[src/rtl/dmem_arbiter.sv]
// Round-robin two-port arbiter in front of a single-ported word memory.
// Byte-enabled stores become read-modify-write sequences (memory only takes full words).
module dmem_arbiter #(
  parameter int DMEM_ADDR_WIDTH = 10
) (
  input  logic                       clk,
  input  logic                       reset_b,
  input  logic                       r0_req,
  input  logic                       r0_we,
  input  logic [DMEM_ADDR_WIDTH+1:0] r0_addr,
  input  logic [31:0]                r0_wdata,
  input  logic [3:0]                 r0_be,
  output logic                       r0_gnt,
  output logic                       r0_rvalid,
  input  logic                       r1_req,
  input  logic                       r1_we,
  input  logic [DMEM_ADDR_WIDTH+1:0] r1_addr,
  input  logic [31:0]                r1_wdata,
  input  logic [3:0]                 r1_be,
  output logic                       r1_gnt,
  output logic                       r1_rvalid,
  output logic [31:0]                rdata,
  output logic [DMEM_ADDR_WIDTH-1:0] m_addr,
  output logic [31:0]                m_din,
  output logic                       m_read,
  output logic                       m_write,
  input  logic [31:0]                m_dout
);

  typedef enum logic [1:0] {IDLE, READ, WRITE} state_t;

  state_t                     state_q, state_d;
  logic                       last_q, last_d;
  logic                       owner_q, owner_d;
  logic                       we_q, we_d;
  logic [3:0]                 be_q, be_d;
  logic [DMEM_ADDR_WIDTH-1:0] addr_q, addr_d;
  logic [31:0]                din_q, din_d;
  logic [31:0]                rdata_q, rdata_d;
  logic [1:0]                 rvalid_q, rvalid_d;

  logic                       gnt0_c, gnt1_c;
  logic                       w_we;
  logic [3:0]                 w_be;
  logic [31:0]                w_wdata;
  logic [DMEM_ADDR_WIDTH+1:0] w_addr;
  logic                       unused_addr_lsbs;

  function automatic logic [31:0] merge_bytes(input logic [31:0] wd, input logic [31:0] rd,
                                              input logic [3:0] be);
    logic [31:0] res;
    res = rd;
    for (int i = 0; i < 4; i++) begin
      if (be[i]) res[8*i +: 8] = wd[8*i +: 8];
    end
    return res;
  endfunction

  // last_q = 1 means port 1 was granted last, so port 0 wins the next tie
  assign gnt0_c = (state_q == IDLE) & r0_req & (~r1_req | last_q);
  assign gnt1_c = (state_q == IDLE) & r1_req & (~r0_req | ~last_q);

  assign w_we    = gnt1_c ? r1_we    : r0_we;
  assign w_be    = gnt1_c ? r1_be    : r0_be;
  assign w_wdata = gnt1_c ? r1_wdata : r0_wdata;
  assign w_addr  = gnt1_c ? r1_addr  : r0_addr;

  assign unused_addr_lsbs = ^{r0_addr[1:0], r1_addr[1:0]};

  always_comb begin
    state_d  = state_q;
    last_d   = last_q;
    owner_d  = owner_q;
    we_d     = we_q;
    be_d     = be_q;
    addr_d   = addr_q;
    din_d    = din_q;
    rdata_d  = rdata_q;
    rvalid_d = 2'b00;
    m_read   = 1'b0;
    m_write  = 1'b0;
    case (state_q)
      IDLE: begin
        if (gnt0_c | gnt1_c) begin
          owner_d = gnt1_c;
          last_d  = gnt1_c;
          we_d    = w_we;
          be_d    = w_be;
          addr_d  = w_addr[DMEM_ADDR_WIDTH+1:2];
          din_d   = w_wdata;
          if (!w_we)                state_d = READ;
          else if (w_be == 4'b1111) state_d = WRITE;
          else if (w_be == 4'b0000) state_d = IDLE;
          else                      state_d = READ;
        end
      end
      READ: begin
        m_read = 1'b1;
        if (!we_q) begin
          rdata_d           = m_dout;
          rvalid_d[owner_q] = 1'b1;
          state_d           = IDLE;
        end else begin
          din_d   = merge_bytes(din_q, m_dout, be_q);
          state_d = WRITE;
        end
      end
      WRITE: begin
        m_write = 1'b1;
        state_d = IDLE;
      end
      default: state_d = IDLE;
    endcase
  end

  always_ff @(posedge clk or negedge reset_b) begin
    if (!reset_b) begin
      state_q  <= IDLE;
      last_q   <= 1'b1;
      owner_q  <= 1'b0;
      we_q     <= 1'b0;
      be_q     <= 4'b0000;
      addr_q   <= '0;
      din_q    <= '0;
      rdata_q  <= '0;
      rvalid_q <= 2'b00;
    end else begin
      state_q  <= state_d;
      last_q   <= last_d;
      owner_q  <= owner_d;
      we_q     <= we_d;
      be_q     <= be_d;
      addr_q   <= addr_d;
      din_q    <= din_d;
      rdata_q  <= rdata_d;
      rvalid_q <= rvalid_d;
    end
  end

  // Grants are suppressed while reset is held even though the state already reads IDLE
  assign r0_gnt    = gnt0_c & reset_b;
  assign r1_gnt    = gnt1_c & reset_b;
  assign r0_rvalid = rvalid_q[0];
  assign r1_rvalid = rvalid_q[1];
  assign rdata     = rdata_q;
  assign m_addr    = addr_q;
  assign m_din     = din_q;

endmodule

[config.mk]
export PLATFORM = sky130hd
export DESIGN_NAME = dmem_arbiter
export DESIGN_NICKNAME = d
export VERILOG_FILES = /design/src/rtl/dmem_arbiter.sv
export SDC_FILE = /design/constraint.sdc
export NUM_CORES = 1
export LEC_CHECK = 0
export ABC_AREA = 1
export BUFFER_PORTS_ARGS = -buffer_cell sky130_fd_sc_hd__buf_2
export CORE_AREA = 4 4 97 99
export DETAILED_ROUTE_END_ITERATION = 8
export DIE_AREA = 0 0 101 103
export PLACE_DENSITY = 0.83
export SLEW_MARGIN = 20
export SYNTH_ARGS = -nofsm -noshare
export SYNTH_HDL_FRONTEND = slang
export SYNTH_SLANG_ARGS = --single-unit
[constraint.sdc]
create_clock -name clk -period 2.48 [get_ports clk]
set_input_delay 0.124 -clock clk [delete_from_list [all_inputs] [get_ports clk]]
set_output_delay 0.124 -clock clk [all_outputs]
set_load 0.01 [all_outputs]
==> Word-level counts from Yosys, hierarchy flattened <==
Index checks and enable logic that the tools add are counted.
{ "totals": {"register_bits": 85, "inputBits": 134, "word_cells": 69} }
{ "classes": {"n_lt_le_gt_ge": 2, "n_eq_ne": 9, "muxes": 23, "n_reduce_logical": 10, "n_bitwise": 13} }
{ "ops": {"columns": ["cell", "n"], "rows": [
  ["$mux W32", 3],
  ["$pmux W32 S2", 1],
  ["$mux W8", 4],
  ["$reduce_and A4 Y1", 4],
  ["$mux W12", 1],
  ["$mux W2", 6],
  ["$ne A2 B2 Y1 const B", 5],
  ["$and A1 B1 Y1", 6],
  ["$mux W1", 5],
  ["$eq A4 B4 Y1 const B", 1],
  ["$logic_not A4 Y1", 1],
  ["$mux W4", 1],
  ["$not A1 Y1", 4],
  ["$pmux W2 S2", 1],
  ["$reduce_and A2 Y1", 2],
  ["$or A1 B1 Y1", 3],
  ["$eq A2 B1 Y1 const B", 1],
  ["$eq A2 B2 Y1 const B", 1],
  ["$logic_not A2 Y1", 1],
  ["$lt A1 B2 Y1 const B", 1],
  ["$ne A2 B1 Y1 const B", 1],
  ["$reduce_bool A2 Y1", 1],
  ["$demux W1 S1", 1],
  ["$ge A1 B1 Y1 const B", 1],
  ["$logic_and A1 B1 Y1", 1]
]} }

==> Logic depth before layout (Yosys ltp) <==
Gate-level depths: netlist of the first run.
{ "depth": {"ltp_word": 10, "ltp_mapped": 10, "mapped_depth_nobuf": 8} }

==> Worst setup path before layout of the first run <==
OpenSTA, ideal clock, no wires.
{ "synth_timing": {"path_type": "flip-flop to flip-flop", "startpoint": "register last_q", "endpoint": "register din_q[0] (netlist: m_din[0])", "path_stages_with_launch": 8, "n_path_buf": 2, "path_slack_ps": 935, "required_time_ps": 2358, "arrival_time_ps": 1424, "setup_ps": 122, "cell_sequence": "dfstp_2 nand2_1 nand3_4 nand2_2 buf_6 o21ai_4 buf_4 o21ai_1"} }
{ "synth_between": {"elab_chain_cells": 6, "word_cells_on_any_way": 11, "classes_between": "eq/ne (1); mux (3); bitwise (6); reduce/logical (1)"} }
{ "synth_lines": {"columns": ["element", "line", "rtl"], "rows": [
  ["start, declared", "33", "logic last_q, last_d;"],
  ["start signal, assigned", "129", "last_q <= last_d;"],
  ["$not A1 Y1", "61", "assign gnt1_c = (state_q == IDLE) & r1_req & (~r0_req | ~last_q);"],
  ["$or A1 B1 Y1", "61", null],
  ["$and A1 B1 Y1", "61", null],
  ["$or A1 B1 Y1 or $mux W32 (tied branches)", "84, 65", null],
  ["$ne A2 B1 Y1 (no source line) or $mux W32 (tied branches)", null, null],
  ["$reduce_and A4 Y1 (no source line) or $pmux W32 S2 (tied branches)", null, null],
  ["end signal, assigned", "134", "din_q <= din_d;"],
  ["end, declared", "38", "logic [31:0] din_q, din_d;"]
]} }
Several ways; a longest one is shown, not always the timed one. The select of a mux whose other input is x is not followed.
A chain may end at the register's enable or synchronous reset.

==> Worst setup path in the final report of the first run <==
{ "layout_timing": {"startpoint": "register last_q", "endpoint": "output r1_gnt"} }
{ "layout_between": {"elab_chain_cells": 4} }
{ "layout_lines": {"columns": ["element", "line", "rtl"], "rows": [
  ["$not A1 Y1", "61", null],
  ["$or A1 B1 Y1", "61", null],
  ["$and A1 B1 Y1", "61", null],
  ["$and A1 B1 Y1", "142", "assign r1_gnt = gnt1_c & reset_b;"],
  ["end, declared", "20", "output logic r1_gnt,"]
]} }
Every way passes these cells.

==> results of run 1 <==
==> through the flow <==
stage	utilization [%]	hold WS, ns
2_1_floorplan	-	-0.172
3_3_place_gp	60.6	-0.00555
3_5_place_dp	60.6	-0.00726
4_1_cts	63.9	0.00378
5_1_grt	63.9	0.0107
6_report	63.9	0.0217
==> layout make-up <==
| class | count | share of cell area (%) |
|---|---|---|
| sequential | 85 | 38.9 |
| multi-input combinational | 323 | 31.4 |
| timing repair buffer | 220 | 21.1 |
| clock buffer | 11 | 2.77 |
| tap | 108 | 2.47 |
| clock inverter | 5 | 1.95 |
| inverter | 21 | 1.44 |
==> cell families (layout without fill, tap and decap cells) <==
| family | after synthesis | after routing | synth area share, % |
|---|---|---|---|
| buf+inv | 49 | 257 | 5.94 |
| flops | 85 | 85 | 52.1 |
| simple gates | 195 | 195 | 20.4 |
| mux | 32 | 32 | 8.82 |
| compound gates | 96 | 96 | 12.7 |
==> flip-flops by register name, summed over array words and instances (netlist names) <==
register,flops
be_q,4
last_q,1
m_addr,10
m_din,32
owner_q,1
rdata,32
rvalid_q,2
state_q,2
we_q,1
==> what timing repair did <==
| item | 4_1_cts | 5_1_grt |
|---|---|---|
| hold endpoints to repair | 15 | 0 |
| hold buffers | 3 | 0 |
| setup endpoints to repair | 0 | 0 |
==> power by group through the flow <==
stage	logic (mW)	registers (mW)	clock network [mW]
final	3.54	2.48	1.22
after global placement	3.47	2.47	0
after floorplan	2.11	2.76	0
after detailed placement	3.59	2.50	0
after CTS	3.60	2.48	1.25
after global routing	3.98	2.56	1.31
==> path summary, 6_finish.rpt <==
kind,startpoint,end,slack [ns],depth (start not counted)
max,last_q,r1_gnt,0.48,5
min,m_dout[2],rdata[2],0.02,2
max reg2reg,state_q[0],m_din[28],0.50,6
min reg2reg,owner_q,rvalid_q[0],0.44,1
max in group asynchronous,reset_b,m_din[28],1.56,3
min in group asynchronous,reset_b,m_din[22],0.18,2
==> metal layers <==
metal	GRT usage (%)	vias to the layer above
met5	0	-
met4	5.52	0
met3	5.21	11
met2	36.8	171
met1	25.8	1797
li1	-	1920
==> Yosys cell counts, types with 2 or more instances <==
master,number,area [um2]
sky130_fd_sc_hd__inv_2,2,7.51
sky130_fd_sc_hd__dfrtp_1,84,2100
sky130_fd_sc_hd__o21ai_4,3,48.8
sky130_fd_sc_hd__nand2_1,131,492
sky130_fd_sc_hd__o21ai_0,53,265
sky130_fd_sc_hd__clkbuf_1,7,26.3
sky130_fd_sc_hd__nand4_1,6,37.5
sky130_fd_sc_hd__buf_2,10,50.1
sky130_fd_sc_hd__buf_4,8,60.1
sky130_fd_sc_hd__buf_6,2,22.5
sky130_fd_sc_hd__o21ai_1,37,185
sky130_fd_sc_hd__inv_1,19,71.3
sky130_fd_sc_hd__nor2_1,18,67.6
sky130_fd_sc_hd__mux2_2,32,360
sky130_fd_sc_hd__nand2_2,2,12.5
sky130_fd_sc_hd__nand3_1,35,175
==> impl_results.html, run 1 <==
<table>
<tr><th>Metric</th><th>Value</th></tr>
<tr><th colspan="2">Worst setup path</th></tr>
<tr><td>Critical Path AT</td><td>1.88 ns</td></tr>
<tr><td>CP Cell Sequence</td><td>nand2_1 &gt; nand3_4 &gt; buf_4 &gt; nor2_1 &gt; buf_2</td></tr>
<tr><td>Worst Setup Start Kind</td><td>flop</td></tr>
<tr><td>Slowest stage cell, crit path</td><td>sky130_fd_sc_hd__dfstp_2</td></tr>
<tr><td>Largest delay contributor family on the critical path</td><td>buffers and inverters</td></tr>
<tr><td>Buffer and inverter count on the worst path</td><td>2</td></tr>
<tr><td>Crit Path Category</td><td>flop to primary output</td></tr>
<tr><td>Crit-path max FO</td><td>50</td></tr>
<tr><td>Stage delay of the slowest cell on the critical path</td><td>0.54 ns</td></tr>
<tr><td>Type of element capturing the critical path</td><td>primary output</td></tr>
<tr><td>Data required time of the worst path</td><td>2.36 ns</td></tr>
<tr><th colspan="2">Timing</th></tr>
<tr><td>Final hold vios</td><td>0</td></tr>
<tr><td>Slew HR</td><td>52.9%</td></tr>
<tr><td>Final Skew</td><td>0.0155 ns</td></tr>
<tr><td>Maximum operating frequency</td><td>0.500 GHz</td></tr>
<tr><td>Minimum clock period</td><td>2.00 ns</td></tr>
<tr><td>Setup Total Neg Slack</td><td>0 ns</td></tr>
<tr><td>Least-Margin Pin Slew</td><td>0.706 ns</td></tr>
<tr><td>Number of max-slew violations in the final report</td><td>0</td></tr>
<tr><td>Unrepaired setup endpoints after global routing</td><td>no</td></tr>
<tr><td>Number of setup violations in the final report</td><td>0</td></tr>
<tr><td>Portion of the clock cycle consumed by the worst path in the final layout</td><td>80.7%</td></tr>
<tr><td>Setup slack after layout</td><td>0.480 ns</td></tr>
<tr><th colspan="2">Synth</th></tr>
<tr><td>Number of cells produced by synthesis</td><td>457</td></tr>
<tr><td>Number of flip-flops and latches in the synthesized netlist</td><td>85</td></tr>
<tr><td>Yosys warning total</td><td>0</td></tr>
<tr><td>Netlist Area Pre-Place</td><td>4090 um2</td></tr>
<tr><td>Netlist cell types</td><td>24</td></tr>
<tr><td>Post-Synthesis Mean Instance Area</td><td>8.94 um2</td></tr>
<tr><td>Portion of the post-synthesis area used by sequential elements</td><td>52.1%</td></tr>
<tr><td>Most instantiated flip-flop cell in the synthesis netlist</td><td>sky130_fd_sc_hd__dfrtp_1</td></tr>
<tr><td>Post-Synthesis Net Count</td><td>591</td></tr>
<tr><td>Number of synthesized flops with an enable pin</td><td>0</td></tr>
<tr><td>Synth async-reset ratio</td><td>100%</td></tr>
<tr><th colspan="2">Route</th></tr>
<tr><td>Top routing layer in use</td><td>met4</td></tr>
<tr><td>First drt pass iteration count</td><td>4</td></tr>
<tr><td>Drt first-iter violations</td><td>130</td></tr>
<tr><td>Detail-routed net length per standard cell</td><td>14.4 um</td></tr>
<tr><td>Met3 routed WL</td><td>973 um</td></tr>
<tr><td>Routed length on met2</td><td>5.47 mm</td></tr>
<tr><td>Number of vias per cell after detailed routing</td><td>5.04</td></tr>
<tr><td>Met1 Routed Length</td><td>4.57 mm</td></tr>
<tr><td>Total via count after detailed routing</td><td>3899</td></tr>
<tr><td>Total Routed Length</td><td>11.1 mm</td></tr>
<tr><td>Total DRC errors in the routed layout</td><td>0</td></tr>
<tr><td>Number of nets with antenna violations after detailed routing</td><td>0</td></tr>
<tr><th colspan="2">Final layout</th></tr>
<tr><td>Share of layout cells above drive strength 1</td><td>41.8%</td></tr>
<tr><td>Most frequent cells in the layout</td><td>sky130_fd_sc_hd__buf_2 (208), sky130_fd_sc_hd__nand2_1 (130), sky130_fd_sc_hd__dfrtp_1 (84)</td></tr>
<tr><td>Multi-input gate area</td><td>1720 um2</td></tr>
<tr><td>Count of placed standard cells in the final layout, fillers left out</td><td>773</td></tr>
<tr><td>Leading cell type in the layout, fill and taps excluded</td><td>sky130_fd_sc_hd__buf_2</td></tr>
<tr><td>Number of filler instances in the final layout</td><td>726</td></tr>
<tr><td>Area of all placed cells without fillers</td><td>5470 um2</td></tr>
<tr><td>Layout overhead on the synthesized area</td><td>33.8%</td></tr>
<tr><td>Number of nets in the layout</td><td>794</td></tr>
<tr><td>Ant diodes</td><td>0</td></tr>
<tr><td>Area occupied by registers</td><td>2130 um2</td></tr>
<tr><th colspan="2">Floorplanning</th></tr>
<tr><td>Vertical die dimension</td><td>103 um</td></tr>
<tr><td>Floorplan row count</td><td>34</td></tr>
<tr><td>Die Outline Area</td><td>10400 um2</td></tr>
<tr><td>Width of the die</td><td>101 um</td></tr>
<tr><td>Initial Utilization</td><td>47.8%</td></tr>
<tr><td>CORE AREA</td><td>8550 um2</td></tr>
<tr><td># IOs</td><td>214</td></tr>
<tr><th colspan="2">Status</th></tr>
<tr><td>Outcome</td><td>complete, no violations</td></tr>
<tr><th colspan="2">Place</th></tr>
<tr><td>DP Worst Slack</td><td>0.507 ns</td></tr>
<tr><td># port buffers</td><td>209</td></tr>
<tr><td>Final estimated routing congestion in global placement</td><td>0.860</td></tr>
<tr><td>Detailed placement HPWL</td><td>8.24 mm</td></tr>
<tr><td>Placed Cells incl. Taps</td><td>754</td></tr>
<tr><td>Standard cell area after detailed placement</td><td>5180 um2</td></tr>
<tr><th colspan="2">Clocking</th></tr>
<tr><td>Cell at the root of the clock tree</td><td>sky130_fd_sc_hd__clkbuf_8</td></tr>
<tr><td>CTS H-Tree Depth</td><td>3</td></tr>
<tr><td>CTS Sinks</td><td>85</td></tr>
<tr><td># Post-CTS Setup Buffers</td><td>0</td></tr>
<tr><td>Post-cts gate resize count</td><td>0</td></tr>
<tr><td>Clock latency on the worst-skew pair</td><td>0.35 ns</td></tr>
<tr><td>CTS tree</td><td>built</td></tr>
<tr><td>Deepest clock path buffer count</td><td>2</td></tr>
<tr><td>Reg clk slew, reported paths</td><td>0.10 ns</td></tr>
<tr><td>Num CTS Buffers</td><td>9</td></tr>
<tr><th colspan="2">Flow run</th></tr>
<tr><td>Max cap viols</td><td>0</td></tr>
<tr><th colspan="2">GRT</th></tr>
<tr><td>Total congestion overflow after global routing</td><td>0</td></tr>
<tr><td>Number of global-route vias before repair</td><td>3746</td></tr>
<tr><td>Total GRT Usage</td><td>20.9%</td></tr>
<tr><td>Maximum number of pins on one net before global-route repair</td><td>51</td></tr>
<tr><td>Wire length of the first global-routing pass</td><td>17.4 mm</td></tr>
<tr><td>Number of antenna violations at the first check in global routing</td><td>0</td></tr>
<tr><th colspan="2">Power and ir drop</th></tr>
<tr><td>Switching share of total power</td><td>40.8%</td></tr>
<tr><td>Net switching power</td><td>2.96 mW</td></tr>
<tr><td>Highest ir drop seen on vdd</td><td>0.000794 V</td></tr>
<tr><td>Clk pwr share</td><td>16.9%</td></tr>
<tr><td>Cell Int Power</td><td>4.29 mW</td></tr>
<tr><td>Power per unit of standard cell area</td><td>1320 nW/um2</td></tr>
<tr><td>Share of total power in combinational logic</td><td>48.9%</td></tr>
<tr><td>Leakage power figure</td><td>2.87 nW</td></tr>
<tr><td>Total power draw</td><td>7.24 mW</td></tr>
<tr><td>Reg power frac</td><td>34.3%</td></tr>
<tr><th colspan="2">Min path</th></tr>
<tr><td>Kind of path behind the tightest hold check</td><td>primary input to flop</td></tr>
</table>
No activity file was read; power rests on OpenSTA's default activity.
==> run 2, diff against run 1 <==
--- a/config.mk
+++ b/config.mk
@@ -7,10 +7,10 @@
 export LEC_CHECK = 0
 export ABC_AREA = 1
 export BUFFER_PORTS_ARGS = -buffer_cell sky130_fd_sc_hd__buf_2
-export CORE_AREA = 4 4 97 99
+export CORE_AREA = 4 4 105 107
 export DETAILED_ROUTE_END_ITERATION = 8
-export DIE_AREA = 0 0 101 103
-export PLACE_DENSITY = 0.83
+export DIE_AREA = 0 0 109 111
+export PLACE_DENSITY = 0.75
 export SLEW_MARGIN = 20
 export SYNTH_ARGS = -nofsm -noshare
 export SYNTH_HDL_FRONTEND = slang
==> constraint.sdc (replaced) <==
create_clock -name clk -period 1.7 [get_ports clk]
set_input_delay 0.085 -clock clk [delete_from_list [all_inputs] [get_ports clk]]
set_output_delay 0.085 -clock clk [all_outputs]
set_load 0.01 [all_outputs]
==> run 2 against run 1 <==
Clock power increased by 45%. Global-route usage is 1.1 points lower. Wire length increased by 6.8%. Power grew 53%. Utilization fell by 4.8 points. Die area increased by 16%. Critical path depth is 1 higher. Final area rose by 9.6%. First-iteration DRC count increased by 83%. Combinational power grew 60%. Setup slack worse by 0.37 ns. Register-to-register slack lost 0.39 ns.
==> impl_results.html, run 2 (same netlist as run 1, synthesis figures left out) <==
<table>
<tr><th>Metric</th><th>Value</th></tr>
<tr><th colspan="2">Timing</th></tr>
<tr><td>Portion of the clock cycle consumed by the worst path in the final layout</td><td>93.6%</td></tr>
<tr><td>Slew HR</td><td>62.0%</td></tr>
<tr><td>Number of max-slew violations in the final report</td><td>0</td></tr>
<tr><td>Number of setup violations in the final report</td><td>0</td></tr>
<tr><td>Final Skew</td><td>0.00744 ns</td></tr>
<tr><td>Least-Margin Pin Slew</td><td>0.569 ns</td></tr>
<tr><td>Setup Total Neg Slack</td><td>0 ns</td></tr>
<tr><td>Minimum hold slack</td><td>0.0211 ns</td></tr>
<tr><td>Minimum clock period</td><td>1.59 ns</td></tr>
<tr><td>Final hold vios</td><td>0</td></tr>
<tr><td>Unrepaired setup endpoints after global routing</td><td>no</td></tr>
<tr><td>Maximum operating frequency</td><td>0.629 GHz</td></tr>
<tr><th colspan="2">Floorplanning</th></tr>
<tr><td>Vertical die dimension</td><td>111 um</td></tr>
<tr><td>Die Outline Area</td><td>12100 um2</td></tr>
<tr><td>Initial Utilization</td><td>40.3%</td></tr>
<tr><td># IOs</td><td>214</td></tr>
<tr><td>CORE AREA</td><td>10100 um2</td></tr>
<tr><td>Width of the die</td><td>109 um</td></tr>
<tr><td>Floorplan row count</td><td>37</td></tr>
<tr><th colspan="2">Worst setup path</th></tr>
<tr><td>Critical Path AT</td><td>1.81 ns</td></tr>
<tr><td>Slowest stage cell, crit path</td><td>sky130_fd_sc_hd__dfrtp_1</td></tr>
<tr><td>Type of element capturing the critical path</td><td>flop</td></tr>
<tr><td>Worst Setup Start Kind</td><td>flop</td></tr>
<tr><td>CP Cell Sequence</td><td>buf_4 &gt; nand2_2 &gt; inv_1 &gt; nand2_2 &gt; buf_12 &gt; mux2_2</td></tr>
<tr><td>Path depth of the worst reg2reg path</td><td>6</td></tr>
<tr><td>Stage delay of the slowest cell on the critical path</td><td>0.44 ns</td></tr>
<tr><td>Crit-path most repeated cell</td><td>sky130_fd_sc_hd__nand2_2</td></tr>
<tr><td>Reg2Reg Launch Point</td><td>state_q[0]</td></tr>
<tr><td>Crit Path Category</td><td>flop to flop</td></tr>
<tr><td>R2R Path End</td><td>rdata[0]</td></tr>
<tr><td>Reg-to-reg slack, setup</td><td>0.11 ns</td></tr>
<tr><td>Data required time of the worst path</td><td>1.92 ns</td></tr>
<tr><td>Crit-path max FO</td><td>20</td></tr>
<tr><th colspan="2">Route</th></tr>
<tr><td>Total via count after detailed routing</td><td>4058</td></tr>
<tr><td>Total DRC errors in the routed layout</td><td>0</td></tr>
<tr><td>Detail-routed net length per standard cell</td><td>14.1 um</td></tr>
<tr><td>Number of vias per cell after detailed routing</td><td>4.81</td></tr>
<tr><td>First drt pass iteration count</td><td>4</td></tr>
<tr><td>Total Routed Length</td><td>11.9 mm</td></tr>
<tr><td>Drt first-iter violations</td><td>238</td></tr>
<tr><td>Number of nets with antenna violations after detailed routing</td><td>0</td></tr>
<tr><th colspan="2">GRT</th></tr>
<tr><td>Total GRT Usage</td><td>19.8%</td></tr>
<tr><td>Total congestion overflow after global routing</td><td>0</td></tr>
<tr><td>Number of antenna violations at the first check in global routing</td><td>0</td></tr>
<tr><td>Wire length of the first global-routing pass</td><td>19.1 mm</td></tr>
<tr><td>Number of global-route vias before repair</td><td>4026</td></tr>
<tr><td>Maximum number of pins on one net before global-route repair</td><td>47</td></tr>
<tr><th colspan="2">Clocking</th></tr>
<tr><td>Cell at the root of the clock tree</td><td>sky130_fd_sc_hd__clkbuf_8</td></tr>
<tr><td>Clock latency on the worst-skew pair</td><td>0.34 ns</td></tr>
<tr><td>Deepest clock path buffer count</td><td>2</td></tr>
<tr><td>Num CTS Buffers</td><td>9</td></tr>
<tr><td>CTS tree</td><td>built</td></tr>
<tr><td>CTS H-Tree Depth</td><td>3</td></tr>
<tr><td>Reg clk slew, reported paths</td><td>0.08 ns</td></tr>
<tr><td>CTS Sinks</td><td>85</td></tr>
<tr><th colspan="2">Place</th></tr>
<tr><td>Placed Cells incl. Taps</td><td>791</td></tr>
<tr><td>Detailed placement HPWL</td><td>8.77 mm</td></tr>
<tr><td># port buffers</td><td>209</td></tr>
<tr><td>Final estimated routing congestion in global placement</td><td>0.764</td></tr>
<tr><th colspan="2">Power and ir drop</th></tr>
<tr><td>Reg power frac</td><td>32.7%</td></tr>
<tr><td>Switching share of total power</td><td>39.5%</td></tr>
<tr><td>Leakage power figure</td><td>3.09 nW</td></tr>
<tr><td>Cell Int Power</td><td>6.68 mW</td></tr>
<tr><td>Power per unit of standard cell area</td><td>1840 nW/um2</td></tr>
<tr><td>Net switching power</td><td>4.37 mW</td></tr>
<tr><td>Share of total power in combinational logic</td><td>51.3%</td></tr>
<tr><td>Clk pwr share</td><td>16.1%</td></tr>
<tr><td>Total power draw</td><td>11.0 mW</td></tr>
<tr><td>Highest ir drop seen on vdd</td><td>0.000845 V</td></tr>
<tr><th colspan="2">Final layout</th></tr>
<tr><td>Leading cell type in the layout, fill and taps excluded</td><td>sky130_fd_sc_hd__buf_2</td></tr>
<tr><td>Number of filler instances in the final layout</td><td>887</td></tr>
<tr><td>Utilization after layout</td><td>59.1%</td></tr>
<tr><td>Count of placed standard cells in the final layout, fillers left out</td><td>844</td></tr>
<tr><td>Most frequent cells in the layout</td><td>sky130_fd_sc_hd__buf_2 (208), sky130_fd_sc_hd__nand2_1 (130), sky130_fd_sc_hd__dfrtp_1 (83)</td></tr>
<tr><td>Layout overhead on the synthesized area</td><td>46.7%</td></tr>
<tr><td>Ant diodes</td><td>0</td></tr>
<tr><td>Number of nets in the layout</td><td>837</td></tr>
<tr><td>Share of layout cells above drive strength 1</td><td>41.2%</td></tr>
<tr><th colspan="2">Min path</th></tr>
<tr><td>Kind of path behind the tightest hold check</td><td>primary input to flop</td></tr>
<tr><td>Worst hold endpoint</td><td>m_addr[8]</td></tr>
<tr><td>Instance count along the most critical hold path</td><td>3</td></tr>
<tr><td>Hold_sp</td><td>r0_addr[10]</td></tr>
<tr><th colspan="2">Status</th></tr>
<tr><td>Outcome</td><td>complete, no violations</td></tr>
<tr><th colspan="2">Flow run</th></tr>
<tr><td>Max cap viols</td><td>0</td></tr>
</table>
run 2: changes by cell type in the layout (fill, tap and decap cells not counted), moves of 2 or more:
cell / change
sky130_fd_sc_hd__buf_12: +5
sky130_fd_sc_hd__buf_4: +4
sky130_fd_sc_hd__buf_6: +2
sky130_fd_sc_hd__dlygate4sd3_1: +32
sky130_fd_sc_hd__nor2_1: -2
sky130_fd_sc_hd__nor2_2: +2
run 2: final cells by class:
class	count	area, um2	share of cell area, %
flip-flops and latches	85	2130	35.5
multi-input cells	323	1730	28.9
repair buffers	263	1620	27.1
well taps	136	170	2.84
clock buffers	13	169	2.82
clock inverters	3	90.1	1.50
inverters	21	78.8	1.32
run 2: stage by stage:
stage	instance area [um2]	setup slack, ns
6_report	5990	0.109
5_1_grt	5990	0.00673
4_1_cts	5950	0.0595
3_5_place_dp	5350	0.0473
3_3_place_gp	5350	0.137
2_1_floorplan	4090	0.155
run 2: routing by layer:
metal | vias up | part of all wire (%) | global-route usage (%)
met5 | - | 0 | 0
met4 | 0 | 2.0 | 7.24
met3 | 23 | 6.8 | 3.79
met2 | 157 | 51 | 34.7
met1 | 1873 | 41 | 23.7
li1 | 2005 | - | -
run 2: timing repair:
action,4_1_cts,5_1_grt
endpoints found under the setup margin,0,18
resized for setup,0,7
setup buffers,0,2
hold endpoints to repair,118,0
hold buffers,35,0
run 2: critical path, delay by kind of cell (launching register included):
kind          cells  cell delay (ns)
mux               1             0.35
buf+inv           3             0.44
flops             1             0.44
simple gates      2             0.23
run 2: worst max path at each step:
| stage | depth (start not counted) | endpoint | start |
|---|---|---|---|
| floorplan | 7 | m_din[0] | last_q |
| global placement | 5 | m_din[23] | last_q |
| detailed placement | 6 | m_addr[3] | state_q[0] |
| CTS | 6 | m_addr[3] | state_q[0] |
| global route | 7 | m_addr[3] | last_q |
| finish | 6 | rdata[0] | state_q[0] |
run 2: power groups by stage:
| stage | clock, mW | sequential [mW] | combinational (mW) |
|---|---|---|---|
| 5_1_grt | 1.94 | 3.74 | 6.32 |
| 6_report | 1.77 | 3.61 | 5.66 |
| 4_1_cts | 1.84 | 3.61 | 5.65 |
| 3_5_place_dp | 0 | 3.63 | 5.59 |
| 2_1_floorplan | 0 | 4.03 | 3.08 |
| 3_3_place_gp | 0 | 3.58 | 5.45 |
==> run 3, diff against run 2 <==
--- a/config.mk
+++ b/config.mk
@@ -7,10 +7,10 @@
 export LEC_CHECK = 0
 export ABC_AREA = 1
 export BUFFER_PORTS_ARGS = -buffer_cell sky130_fd_sc_hd__buf_2
-export CORE_AREA = 4 4 105 107
+export CORE_AREA = 4 4 122 124
 export DETAILED_ROUTE_END_ITERATION = 8
-export DIE_AREA = 0 0 109 111
-export PLACE_DENSITY = 0.75
+export DIE_AREA = 0 0 126 128
+export PLACE_DENSITY = 0.58
 export SLEW_MARGIN = 20
 export SYNTH_ARGS = -nofsm -noshare
 export SYNTH_HDL_FRONTEND = slang
==> run 3 against run 2 <==
Clock power rose by 13%. Fmax fell by 2.6%. Clock skew fell by 0.0032 ns. Wire length rose by 11%. Final area rose by 3.7%. Largest cell class unchanged.
==> impl_results.html, run 3 (same netlist as run 1, synthesis figures left out) <==
<table>
<tr><th>Metric</th><th>Value</th></tr>
<tr><th colspan="2">Timing</th></tr>
<tr><td>Minimum clock period</td><td>1.63 ns</td></tr>
<tr><td>Portion of the clock cycle consumed by the worst path in the final layout</td><td>96.1%</td></tr>
<tr><td>Maximum operating frequency</td><td>0.612 GHz</td></tr>
<tr><td>Minimum hold slack</td><td>0.0115 ns</td></tr>
<tr><td>Least-Margin Pin Slew</td><td>0.648 ns</td></tr>
<tr><td>Final hold vios</td><td>0</td></tr>
<tr><td>Slew HR</td><td>56.8%</td></tr>
<tr><td>Number of max-slew violations in the final report</td><td>0</td></tr>
<tr><td>Number of setup violations in the final report</td><td>0</td></tr>
<tr><td>Final Skew</td><td>0.00421 ns</td></tr>
<tr><th colspan="2">Worst setup path</th></tr>
<tr><td>Path depth of the worst reg2reg path</td><td>9</td></tr>
<tr><td>Type of element capturing the critical path</td><td>primary output</td></tr>
<tr><td>Critical Path AT</td><td>1.55 ns</td></tr>
<tr><td>Reg-to-reg slack, setup</td><td>0.09 ns</td></tr>
<tr><td>Slowest stage cell, crit path</td><td>sky130_fd_sc_hd__dfrtp_2</td></tr>
<tr><td>R2R Path End</td><td>m_din[24]</td></tr>
<tr><td>Stage delay of the slowest cell on the critical path</td><td>0.44 ns</td></tr>
<tr><td>Crit-path max FO</td><td>13</td></tr>
<tr><td>CP Cell Sequence</td><td>nor2_8 &gt; nand3_4 &gt; buf_8 &gt; buf_16 &gt; nor2_1 &gt; buf_2</td></tr>
<tr><td>Reg2Reg Launch Point</td><td>last_q</td></tr>
<tr><td>Crit Path Category</td><td>flop to primary output</td></tr>
<tr><td>Worst Setup Start Kind</td><td>flop</td></tr>
<tr><td>Data required time of the worst path</td><td>1.62 ns</td></tr>
<tr><th colspan="2">Power and ir drop</th></tr>
<tr><td>Leakage power figure</td><td>3.17 nW</td></tr>
<tr><td>Power per unit of standard cell area</td><td>1890 nW/um2</td></tr>
<tr><td>Reg power frac</td><td>30.7%</td></tr>
<tr><td>Cell Int Power</td><td>7.13 mW</td></tr>
<tr><td>Net switching power</td><td>4.63 mW</td></tr>
<tr><td>Switching share of total power</td><td>39.4%</td></tr>
<tr><td>Clk pwr share</td><td>17.0%</td></tr>
<tr><td>Share of total power in combinational logic</td><td>52.3%</td></tr>
<tr><td>Highest ir drop seen on vdd</td><td>0.000722 V</td></tr>
<tr><th colspan="2">Route</th></tr>
<tr><td>Total Routed Length</td><td>13.2 mm</td></tr>
<tr><td>Number of nets with antenna violations after detailed routing</td><td>0</td></tr>
<tr><td>Detail-routed net length per standard cell</td><td>14.8 um</td></tr>
<tr><td>Total DRC errors in the routed layout</td><td>0</td></tr>
<tr><td>First drt pass iteration count</td><td>4</td></tr>
<tr><td>Number of vias per cell after detailed routing</td><td>4.65</td></tr>
<tr><td>Total via count after detailed routing</td><td>4138</td></tr>
<tr><td>Drt first-iter violations</td><td>136</td></tr>
<tr><th colspan="2">Min path</th></tr>
<tr><td>Worst hold endpoint</td><td>rdata[7]</td></tr>
<tr><td>Hold_sp</td><td>m_dout[7]</td></tr>
<tr><td>Kind of path behind the tightest hold check</td><td>primary input to flop</td></tr>
<tr><td>Instance count along the most critical hold path</td><td>2</td></tr>
<tr><th colspan="2">GRT</th></tr>
<tr><td>Met3 Resource Use GR</td><td>3.13%</td></tr>
<tr><td>Global Route met2 Usage</td><td>28.8%</td></tr>
<tr><td>Number of antenna violations at the first check in global routing</td><td>0</td></tr>
<tr><td>Total congestion overflow after global routing</td><td>0</td></tr>
<tr><td>Wire length of the first global-routing pass</td><td>21.2 mm</td></tr>
<tr><td>Maximum number of pins on one net before global-route repair</td><td>51</td></tr>
<tr><td>Total GRT Usage</td><td>16.4%</td></tr>
<tr><td>GR peak layer</td><td>met2</td></tr>
<tr><td>Number of global-route vias before repair</td><td>4296</td></tr>
<tr><td>Met1 Use GR</td><td>20.1%</td></tr>
<tr><th colspan="2">Place</th></tr>
<tr><td>Standard cell area after detailed placement</td><td>5370 um2</td></tr>
<tr><td>Final estimated routing congestion in global placement</td><td>0.816</td></tr>
<tr><td># port buffers</td><td>209</td></tr>
<tr><td>Detailed placement HPWL</td><td>9.06 mm</td></tr>
<tr><th colspan="2">Floorplanning</th></tr>
<tr><td>Die Outline Area</td><td>16100 um2</td></tr>
<tr><td>Floorplan row count</td><td>43</td></tr>
<tr><td>Width of the die</td><td>126 um</td></tr>
<tr><td>CORE AREA</td><td>13800 um2</td></tr>
<tr><td>Vertical die dimension</td><td>128 um</td></tr>
<tr><td># IOs</td><td>214</td></tr>
<tr><td>Initial Utilization</td><td>29.7%</td></tr>
<tr><th colspan="2">Final layout</th></tr>
<tr><td>Share of layout cells above drive strength 1</td><td>41.7%</td></tr>
<tr><td>Ant diodes</td><td>0</td></tr>
<tr><td>Area of all placed cells without fillers</td><td>6210 um2</td></tr>
<tr><td>Layout overhead on the synthesized area</td><td>52.1%</td></tr>
<tr><td>Leading cell type in the layout, fill and taps excluded</td><td>sky130_fd_sc_hd__buf_2</td></tr>
<tr><td>Number of nets in the layout</td><td>840</td></tr>
<tr><td>Most frequent cells in the layout</td><td>sky130_fd_sc_hd__buf_2 (208), sky130_fd_sc_hd__nand2_1 (129), sky130_fd_sc_hd__dfrtp_1 (83)</td></tr>
<tr><th colspan="2">Status</th></tr>
<tr><td>Outcome</td><td>complete, no violations</td></tr>
<tr><th colspan="2">Flow run</th></tr>
<tr><td>Max cap viols</td><td>0</td></tr>
<tr><th colspan="2">Clocking</th></tr>
<tr><td>CTS H-Tree Depth</td><td>3</td></tr>
<tr><td>Reg clk slew, reported paths</td><td>0.06 ns</td></tr>
<tr><td>CTS tree</td><td>built</td></tr>
<tr><td>Clock latency on the worst-skew pair</td><td>0.33 ns</td></tr>
<tr><td>CTS Sinks</td><td>85</td></tr>
<tr><td>Deepest clock path buffer count</td><td>2</td></tr>
<tr><td>Num CTS Buffers</td><td>9</td></tr>
<tr><td>Cell at the root of the clock tree</td><td>sky130_fd_sc_hd__clkbuf_16</td></tr>
</table>
-- run 3: cell types whose count changed in the layout (fill, tap and decap cells not counted), sizes merged --
cell / before / now
bufinv: 3 / 1
buf: 228 / 232
clkbuf: 13 / 14
bufbuf: 0 / 1
dlygate4sd3: 35 / 32
-- run 3: layer usage --
layer | vias to the layer above | wire, um
met5 | - | 0
met4 | 0 | 284
met3 | 21 | 735
met2 | 142 | 6640
met1 | 1947 | 5520
li1 | 2028 | -
-- run 3: worst max-delay path by stage --
stage | startpoint | to | slack [ns]
floorplan | last_q | m_din[0] | 0.15
global placement | state_q[0] | m_din[16] | -0.03
detailed placement | state_q[0] | m_din[16] | -0.13
CTS | state_q[0] | m_addr[8] | 0.02
global route | last_q | m_din[30] | -0.00007
finish | state_q[0] | r1_gnt | 0.07
-- run 3: worst max-delay path, delay by kind of cell (launching register included) --
| family | cells | cell delay [ns] |
|---|---|---|
| simple gates | 3 | 0.32 |
| buf+inv | 3 | 0.44 |
| flops | 1 | 0.44 |
-- run 3: per-stage QoR --
| stage | power, mW | util (%) | std cells | setup TNS, ns | setup slack, ns |
|---|---|---|---|---|---|
| 2_1_floorplan | 7.10 | - | 457 | 0 | 0.155 |
| 3_3_place_gp | 9.13 | 39.0 | 833 | -0.215 | -0.0332 |
| 3_5_place_dp | 9.28 | 39.0 | 833 | -2.89 | -0.134 |
| 4_1_cts | 11.7 | 44.3 | 882 | 0 | 0.0151 |
| 5_1_grt | 12.8 | 45.1 | 889 | -0.0000711 | -0.0000711 |
| 6_report | 11.8 | 45.1 | 889 | 0 | 0.0662 |
-- run 3: power by group through the flow --
stage	sequential, mW	combinational, mW	clock, mW
3_5_place_dp	3.63	5.64	0
3_3_place_gp	3.59	5.54	0
5_1_grt	3.76	6.87	2.17
6_report	3.61	6.16	2.00
4_1_cts	3.61	6.01	2.08
2_1_floorplan	4.03	3.08	0
-- run 3: cell type report --
cell class	count	area, um2
inverters	21	83.8
clock buffers	13	270
flip-flops and latches	85	2130
multi-input cells	323	1750
repair buffers	266	1720
fillers	1400	7560
well taps	180	225
clock inverters	1	30.0
-- run 3: timing repair --
action                                  4_1_cts  5_1_grt
hold endpoints to repair                    115        0
endpoints found under the setup margin       38       35
setup buffers                                 1        5
pin swaps                                     1        4
hold buffers                                 32        0
gates cloned                                  2        2
gates resized for setup                       5       15
